<file path="src/rtl/trigger_coinc_pkg.sv">
// trigger_coinc_pkg: FSM encoding and record layout shared by the trigger
// coincidence master and its record FIFO.
package trigger_coinc_pkg;
   typedef enum logic [1:0] {IDLE, TRIG, WAIT_BUSY, WAIT_RELEASE} state_t;
   localparam int REC_WORDS = 4;
   localparam int WIDX_W = $clog2(REC_WORDS);
   localparam int REC_W = 56;
   localparam logic [7:0] REC_MARKER = 8'hA5;
endpackage

</file>
<file path="src/rtl/trig_record_fifo.sv">
// trig_record_fifo: synchronous record FIFO with first-word fall-through read
// data; a write while full succeeds when a pop happens in the same cycle.
module trig_record_fifo
   import trigger_coinc_pkg::*;
#(
   parameter int W     = REC_W,
   parameter int DEPTH = 16
) (
   input  logic         BUS_CLK,
   input  logic         RST,
   input  logic         wr_en_i,
   input  logic [W-1:0] wr_data_i,
   input  logic         rd_en_i,
   output logic [W-1:0] rd_data_o,
   output logic         full_o,
   output logic         empty_o
);
   localparam int AW = $clog2(DEPTH);
   logic [W-1:0] mem_q [DEPTH];
   logic [AW-1:0] wr_ptr_q, rd_ptr_q;
   logic [AW:0] cnt_q;
   logic do_wr, do_rd;
   assign empty_o = cnt_q == '0;
   assign full_o = cnt_q == (AW+1)'(DEPTH);
   assign do_rd = rd_en_i && !empty_o;
   assign do_wr = wr_en_i && (!full_o || do_rd);
   assign rd_data_o = mem_q[rd_ptr_q];
   always_ff @(posedge BUS_CLK) begin
      if (RST) begin
         wr_ptr_q <= '0;
         rd_ptr_q <= '0;
         cnt_q <= '0;
      end else begin
         wr_ptr_q <= wr_ptr_q + AW'(do_wr);
         rd_ptr_q <= rd_ptr_q + AW'(do_rd);
         cnt_q <= cnt_q + (AW+1)'(do_wr) - (AW+1)'(do_rd);
      end
   end
   always_ff @(posedge BUS_CLK) begin
      if (do_wr) mem_q[wr_ptr_q] <= wr_data_i;
   end
endmodule

</file>
<file path="src/rtl/trigger_coinc_master.sv">
// trigger_coinc_master: windowed AND/OR coincidence trigger with DUT busy
// handshake, statistics counters and a 4-word-per-record readout FIFO.
module trigger_coinc_master
   import trigger_coinc_pkg::*;
#(
   parameter int N_CH      = 4,
   parameter int TRIG_ID_W = 16,
   parameter int DEPTH     = 16
) (
   input  logic                 BUS_CLK,
   input  logic                 RST,
   input  logic                 START,
   input  logic [N_CH-1:0]      CH_IN,
   input  logic [N_CH-1:0]      CONF_EN,
   input  logic [N_CH-1:0]      CONF_INV,
   input  logic                 CONF_MODE,
   input  logic [4:0]           CONF_WINDOW,
   input  logic [15:0]          CONF_TIMEOUT,
   input  logic                 TEST_PULSE,
   input  logic                 DUT_BUSY,
   output logic                 DUT_TRIGGER,
   input  logic                 FIFO_READ,
   output logic                 FIFO_EMPTY,
   output logic [15:0]          FIFO_DATA,
   output logic [TRIG_ID_W-1:0] TRIG_ID,
   output logic [31:0]          SKIP_CNT,
   output logic [7:0]           TIMEOUT_CNT,
   output logic [7:0]           LOST_CNT
);
   logic [N_CH-1:0] ch_s1_q, ch_s2_q, lvl_q, seen_q, seen_d, lvl, edge_v, armed, en_armed;
   logic [N_CH-1:0][4:0] age_q, age_d;
   logic busy_s1_q, busy_s2_q, src_q, dut_trig_q;
   logic coinc, src, trig_req, accept, skip, in_wait, tmo_hit;
   state_t state_q, state_d;
   logic [15:0] wait_q, wait_d;
   logic [TRIG_ID_W-1:0] trig_id_q, trig_id_d;
   logic [31:0] skip_q, skip_d, ts_q, ts_d;
   logic [7:0] tmo_q, tmo_d, lost_q, lost_d;
   logic [WIDX_W-1:0] widx_q, widx_d;
   logic [REC_W-1:0] rec_wr, rec_rd;
   logic rec_full, rec_empty, rd_step, pop, lost;
   assign lvl = ch_s2_q ^ CONF_INV;
   assign edge_v = lvl & ~lvl_q;
   always_comb begin
      for (int i = 0; i < N_CH; i++) begin
         age_d[i] = edge_v[i] ? 5'd0 : age_q[i] + 5'(age_q[i] != 5'd31);
         armed[i] = seen_q[i] && age_q[i] <= CONF_WINDOW;
      end
   end
   assign en_armed = armed & CONF_EN;
   assign coinc = CONF_MODE ? |en_armed : (CONF_EN != '0 && en_armed == CONF_EN);
   assign src = coinc | TEST_PULSE;
   assign trig_req = src && !src_q;
   // a trigger request consumes every armed channel, accepted or not
   assign seen_d = trig_req ? '0 : seen_q | edge_v;
   assign accept = trig_req && state_q == IDLE;
   assign skip = trig_req && state_q != IDLE;
   assign in_wait = state_q == WAIT_BUSY || state_q == WAIT_RELEASE;
   assign tmo_hit = in_wait && CONF_TIMEOUT != 16'd0 && wait_q == CONF_TIMEOUT - 16'd1;
   always_comb begin
      state_d = state_q;
      case (state_q)
         IDLE:      state_d = trig_req ? TRIG : IDLE;
         TRIG:      state_d = WAIT_BUSY;
         WAIT_BUSY: state_d = busy_s2_q ? WAIT_RELEASE : WAIT_BUSY;
         default:   state_d = busy_s2_q ? WAIT_RELEASE : IDLE;
      endcase
      if (tmo_hit) state_d = IDLE;
   end
   assign rd_step = FIFO_READ && !FIFO_EMPTY;
   assign pop = rd_step && widx_q == WIDX_W'(REC_WORDS - 1);
   assign lost = accept && rec_full && !pop;
   always_comb begin
      wait_d = in_wait ? wait_q + 16'd1 : 16'd0;
      trig_id_d = START ? '0 : trig_id_q + TRIG_ID_W'(accept);
      skip_d = START ? '0 : skip_q + 32'(skip);
      tmo_d = START ? '0 : tmo_q + 8'(tmo_hit && tmo_q != 8'hFF);
      ts_d = START ? 32'd1 : ts_q + 32'(ts_q != 32'hFFFF_FFFF);
      lost_d = lost_q + 8'(lost && lost_q != 8'hFF);
      widx_d = widx_q + WIDX_W'(rd_step);
   end
   always_ff @(posedge BUS_CLK) begin
      if (RST) begin
         ch_s1_q <= '0;
         ch_s2_q <= '0;
         lvl_q <= '0;
         seen_q <= '0;
         age_q <= '1;
         busy_s1_q <= 1'b0;
         busy_s2_q <= 1'b0;
         src_q <= 1'b0;
         state_q <= IDLE;
         dut_trig_q <= 1'b0;
         wait_q <= '0;
         trig_id_q <= '0;
         skip_q <= '0;
         tmo_q <= '0;
         lost_q <= '0;
         ts_q <= 32'd1;
         widx_q <= '0;
      end else begin
         ch_s1_q <= CH_IN;
         ch_s2_q <= ch_s1_q;
         lvl_q <= lvl;
         seen_q <= seen_d;
         age_q <= age_d;
         busy_s1_q <= DUT_BUSY;
         busy_s2_q <= busy_s1_q;
         src_q <= src;
         state_q <= state_d;
         dut_trig_q <= accept;
         wait_q <= wait_d;
         trig_id_q <= trig_id_d;
         skip_q <= skip_d;
         tmo_q <= tmo_d;
         lost_q <= lost_d;
         ts_q <= ts_d;
         widx_q <= widx_d;
      end
   end
   assign rec_wr = {16'(trig_id_q), ts_q, 8'(armed)};
   trig_record_fifo #(.W(REC_W), .DEPTH(DEPTH)) u_fifo (
      .BUS_CLK   (BUS_CLK),
      .RST       (RST),
      .wr_en_i   (accept),
      .wr_data_i (rec_wr),
      .rd_en_i   (pop),
      .rd_data_o (rec_rd),
      .full_o    (rec_full),
      .empty_o   (rec_empty)
   );
   // record layout {id[55:40], ts[39:8], mask[7:0]}
   assign FIFO_DATA = widx_q == WIDX_W'(0) ? rec_rd[55:40] :
                      widx_q == WIDX_W'(1) ? rec_rd[23:8] :
                      widx_q == WIDX_W'(2) ? rec_rd[39:24] : {rec_rd[7:0], REC_MARKER};
   assign FIFO_EMPTY = widx_q == '0 && rec_empty;
   assign DUT_TRIGGER = dut_trig_q;
   assign TRIG_ID = trig_id_q;
   assign SKIP_CNT = skip_q;
   assign TIMEOUT_CNT = tmo_q;
   assign LOST_CNT = lost_q;
endmodule

</file>
<file path="config.mk">
export PLATFORM = sky130hd
export DESIGN_NAME = trigger_coinc_master
export DESIGN_NICKNAME = d
export VERILOG_FILES = /design/src/rtl/trigger_coinc_pkg.sv /design/src/rtl/trig_record_fifo.sv /design/src/rtl/trigger_coinc_master.sv
export SDC_FILE = /design/constraint.sdc
export NUM_CORES = 1
export LEC_CHECK = 0
export CAP_MARGIN = 30
export CORE_ASPECT_RATIO = 1.4
export CORE_UTILIZATION = 55
export CTS_BUF_LIST = sky130_fd_sc_hd__clkbuf_4
export DETAILED_ROUTE_END_ITERATION = 16
export PLACE_DENSITY_LB_ADDON = 0.05
export SYNTH_ARGS = -nofsm -noshare
export SYNTH_HDL_FRONTEND = slang
export SYNTH_SLANG_ARGS = --single-unit
</file>
<file path="constraint.sdc">
create_clock -name BUS_CLK -period 9.61 [get_ports BUS_CLK]
set_input_delay 0.961 -clock BUS_CLK [delete_from_list [all_inputs] [get_ports BUS_CLK]]
set_output_delay 0.961 -clock BUS_CLK [all_outputs]
set_load 0.005 [all_outputs]
</file>
==> metrics.md <==
| Metric | Value |
|---|---|
| # setup viols final | `0` |
| Bufs and invs on worst path | `4` |
| Critical Path, Cell by Cell | `buf_16 > buf_4 > buf_16 > mux4_2 > mux4_2 > mux2i_1 > o22ai_1 > clkdlybuf4s50_1` |
| CP max-delay cell | `dfxtp_4` |
| Port Buffer Count | `121` |
| Sequential fraction of design power | `0.545` |
| CTS tree | `done` |
| Pwr dens | `194 mW/mm^2` |
| Final hold vios | `0` |
| Die Wd | `229 microns` |
| Setup Fix Bufs, Post-CTS | `0` |
| Drt drc | `0` |
| GRT Overall Usage | `0.247` |
| Fin. max-slew vios | `0` |
| Post-synth EDFFs | `832` |
| Post-synth cell types | `59` |
| Min Clock Period, post-route | `5.85 ns` |
| Vias per cell | `5.88` |
| Setup CP Type | `reg2out` |
| Mean Syn Cell Area | `18.6 sq um` |
| Starting density of the core | `0.555` |
| Worst Skew | `0.0484 ns` |
| Met3 usage | `0.0491` |
| Seq/Total Area, Yosys | `0.714` |
| Worst Setup SP | `u_fifo.rd_ptr_q[0]` |
| Initial antenna violation count | `1` |
| Final Cell Area | `0.0456 sq mm` |
| DRT Pass-1 Iters | `5` |
| Prevailing post-synth register cell | `edfxtp_1` |
| Delay of the slowest critical-path stage | `0.61 ns` |
| Compound-Gate Fraction of Synth Area | `0.0214` |
| Largest net degree at the start of global routing | `146` |
| Detail Placement HPWL | `48700 microns` |
| Comb power frac | `0.082` |
| DP Area | `0.0426 sq mm` |
| Clock root cell | `clkbuf_4` |
| CP max FO | `31` |
| Critical Path Source Type | `register` |
| Global-route wire length before repair | `133000 microns` |
| Max-Slew Margin vs Limit | `0.302` |
| Post-cts repair resize count | `0` |
| Filler Cell Count | `5143` |
| Final ANT Viol Nets | `0` |
| M2 GR Usage | `0.427` |
| Largest family of logic cells by synthesized area | `multiplexers` |
| Max IR drop VDD | `119 uV` |
| Period utilization | `0.609` |
| Clk sink count | `1001` |
| CP arrival | `4.89 ns` |
| Clock latency on the worst-skew pair | `1.07 ns` |
| Total congestion overflow | `0` |
| Critical Path RT | `8.65 ns` |
| Drt total wl | `87200 microns` |
| Row cnt | `116` |
| Class of the worst hold path | `reg2reg` |
| Final #Nets | `2551` |
| Post-Synth XOR/XNOR Area | `0.0273` |
| Placer Congestion | `0.790` |
| P_int | `6810 uW` |
| Crit. End Element | `output port` |
| Sw frac | `0.232` |
| # H-tree levels | `4` |
| Grt met1 use | `0.308` |
| Drt initial violations | `1498` |
| Vias | `21200` |
| Worst r2r src | `age_q[2]` |
| Hold Buf Count CTS | `0` |
| Leakage | `0.0143 uW` |
| Die H | `320 microns` |
| Worst-Margin Slew | `1.04 ns` |
| Worst-path clk slew | `0.07 ns` |
| Commonest non-fill, non-tap cell in the layout | `edfxtp_1` |
| CTS max path bufs | `3` |
| R2r setup slk | `4.99 ns` |
| MaxCap Viol Count | `0` |
| Reg2Reg Capture Point | `SKIP_CNT[31]` |
| DIE AREA | `0.0734 sq mm` |
| Synth Area in Adders | `0.0175` |
| Fin Setup TNS | `0 ns` |
| Clock share of power | `0.373` |
| Core area | `0.0716 sq mm` |
| Sw Pwr | `2060 uW` |
| Status | `complete, no violations` |
| Worst hold stages | `1` |
| Most frequent cells in the layout | `edfxtp_1 (832), clkbuf_4 (335), mux4_2 (264)` |
| CTS buffer count | `231` |
| Fraction of layout cells with a size suffix above 1 | `0.265` |
| Fraction of registers with async set/reset | `0` |
| Post-synthesis mux area share | `0.154` |
| Synth-to-layout area growth | `14.7%` |
| Post-Syn Area | `0.0397 sq mm` |
| Busiest grt layer | `met2` |
| Hold endpoint | `busy_s2_q` |
| Cells after Synth | `2141` |
| Max Freq | `0.171 GHz` |
| Flop and latch count out of synthesis | `1001` |
| Simple-Gate Fraction of Synth Area | `0.0520` |
| Path depth of the worst reg2reg path | `17` |
| Avg WL per Cell | `24.2 microns` |
| RSZ-0062 raised after global routing | `no` |
| Hold Crit Start | `busy_s1_q` |
| I/O pin count | `122` |
| Synth Warn # | `0` |
| Vias in the first global route | `22600` |
| Syn nets | `2236` |
| Delay-heaviest family, CP | `buffers and inverters` |
## final cells by class
type / count / area (sq um) / area share
multi-input combinational: 1000 / 10900 / 0.239
sequential: 1001 / 28400 / 0.622
inverter: 47 / 176 / 0.00387
tap: 944 / 1180 / 0.0259
clock buffer: 335 / 2510 / 0.0552
clock inverter: 101 / 468 / 0.0103
antenna: 1 / 2.50 / 0.0000549
timing repair buffer: 175 / 1980 / 0.0434
## worst max-delay path by stage
stage / cells past startpoint / slack [ns] / end
after detailed placement: 19 / 3.75 / SKIP_CNT[29]
after floorplan: 8 / 0.88 / u_fifo.mem_q[0][0]
after global routing: 8 / 3.44 / FIFO_DATA[4]
final: 8 / 3.76 / FIFO_DATA[4]
after CTS: 8 / 3.54 / FIFO_DATA[4]
after global placement: 18 / 3.90 / SKIP_CNT[31]
## Yosys cell counts, types with 12 or more instances
library cell | count | area share
nor3_1 | 23 | 0.0029
mux2i_1 | 14 | 0.0035
xnor2_1 | 47 | 0.010
mux4_2 | 264 | 0.15
and2_1 | 12 | 0.0019
nor2b_1 | 25 | 0.0039
o21ai_0 | 36 | 0.0045
nand2_1 | 52 | 0.0049
a21oi_1 | 30 | 0.0038
or3_1 | 23 | 0.0036
nand4_1 | 26 | 0.0041
edfxtp_1 | 832 | 0.63
nor2_1 | 124 | 0.012
inv_1 | 47 | 0.0044
a21o_1 | 23 | 0.0043
and3_1 | 20 | 0.0031
nand3_1 | 58 | 0.0073
xor2_1 | 77 | 0.017
dfxtp_1 | 169 | 0.085
buf_2 | 28 | 0.0035
ha_1 | 54 | 0.017
clkbuf_1 | 52 | 0.0049
## registers in the layout, summed over array words and instances (netlist names), 4 cells and up
register and count:
wait_q 16, u_fifo.cnt_q 5, age_q 20, ch_s1_q 4
SKIP_CNT 32, ch_s2_q 4, TRIG_ID 16, u_fifo.wr_ptr_q 4
lvl_q 4, seen_q 4, LOST_CNT 8, u_fifo.mem_q 832
ts_q 32, TIMEOUT_CNT 8, u_fifo.rd_ptr_q 4
## per-stage QoR
| step | cells | total power [uW] | setup WS, ns | hold slack [ns] | util |
|---|---|---|---|---|---|
| floorplan | 2141 | 5350 | 0.876 | 0.414 | - |
| global placement | 3149 | 5630 | 3.90 | 0.425 | 0.589 |
| detailed placement | 3166 | 5660 | 3.75 | 0.428 | 0.595 |
| CTS | 3602 | 8980 | 3.54 | 0.346 | 0.637 |
| global route | 3604 | 9250 | 3.44 | 0.387 | 0.637 |
| finish | 3604 | 8870 | 3.76 | 0.429 | 0.637 |
## worst register-to-register path: cells and delay by family (launching register included)
family,cells,cell delay [ns]
AOI/OAI and AO/OA,5,1.03
xor gates and xnor gates,1,0.16
adders and majority gates,2,0.60
buffers and inverters,1,0.34
and+or+nand+nor,8,1.89
DFF,1,0.46
## logic make-up after synthesis
family                   after synthesis
AND/OR/NAND/NOR                      408
XOR/XNOR                             124
multiplexers                         280
AO/OA/AOI/OAI                        133
adder cells (fa/ha/maj)               55
buffers and inverters                140
flip-flops                          1001
## power groups by stage
stage | logic, uW | registers (uW) | clock network, uW
final | 727 | 4830 | 3310
after global routing | 795 | 4840 | 3620
after CTS | 737 | 4830 | 3410
after detailed placement | 734 | 4930 | 0
after global placement | 700 | 4930 | 0
after floorplan | 426 | 4920 | 0
## per-layer routing
layer / vias to the layer above / share of wire / wire [microns]
met1: 11000 / 0.39 / 34000
met4: 0 / 0.021 / 1850
li1: 9370 / - / -
met3: 137 / 0.057 / 4980
met5: - / 0 / 0
met2: 696 / 0.53 / 46300
Note: power is estimated with default switching activity, not from simulation.
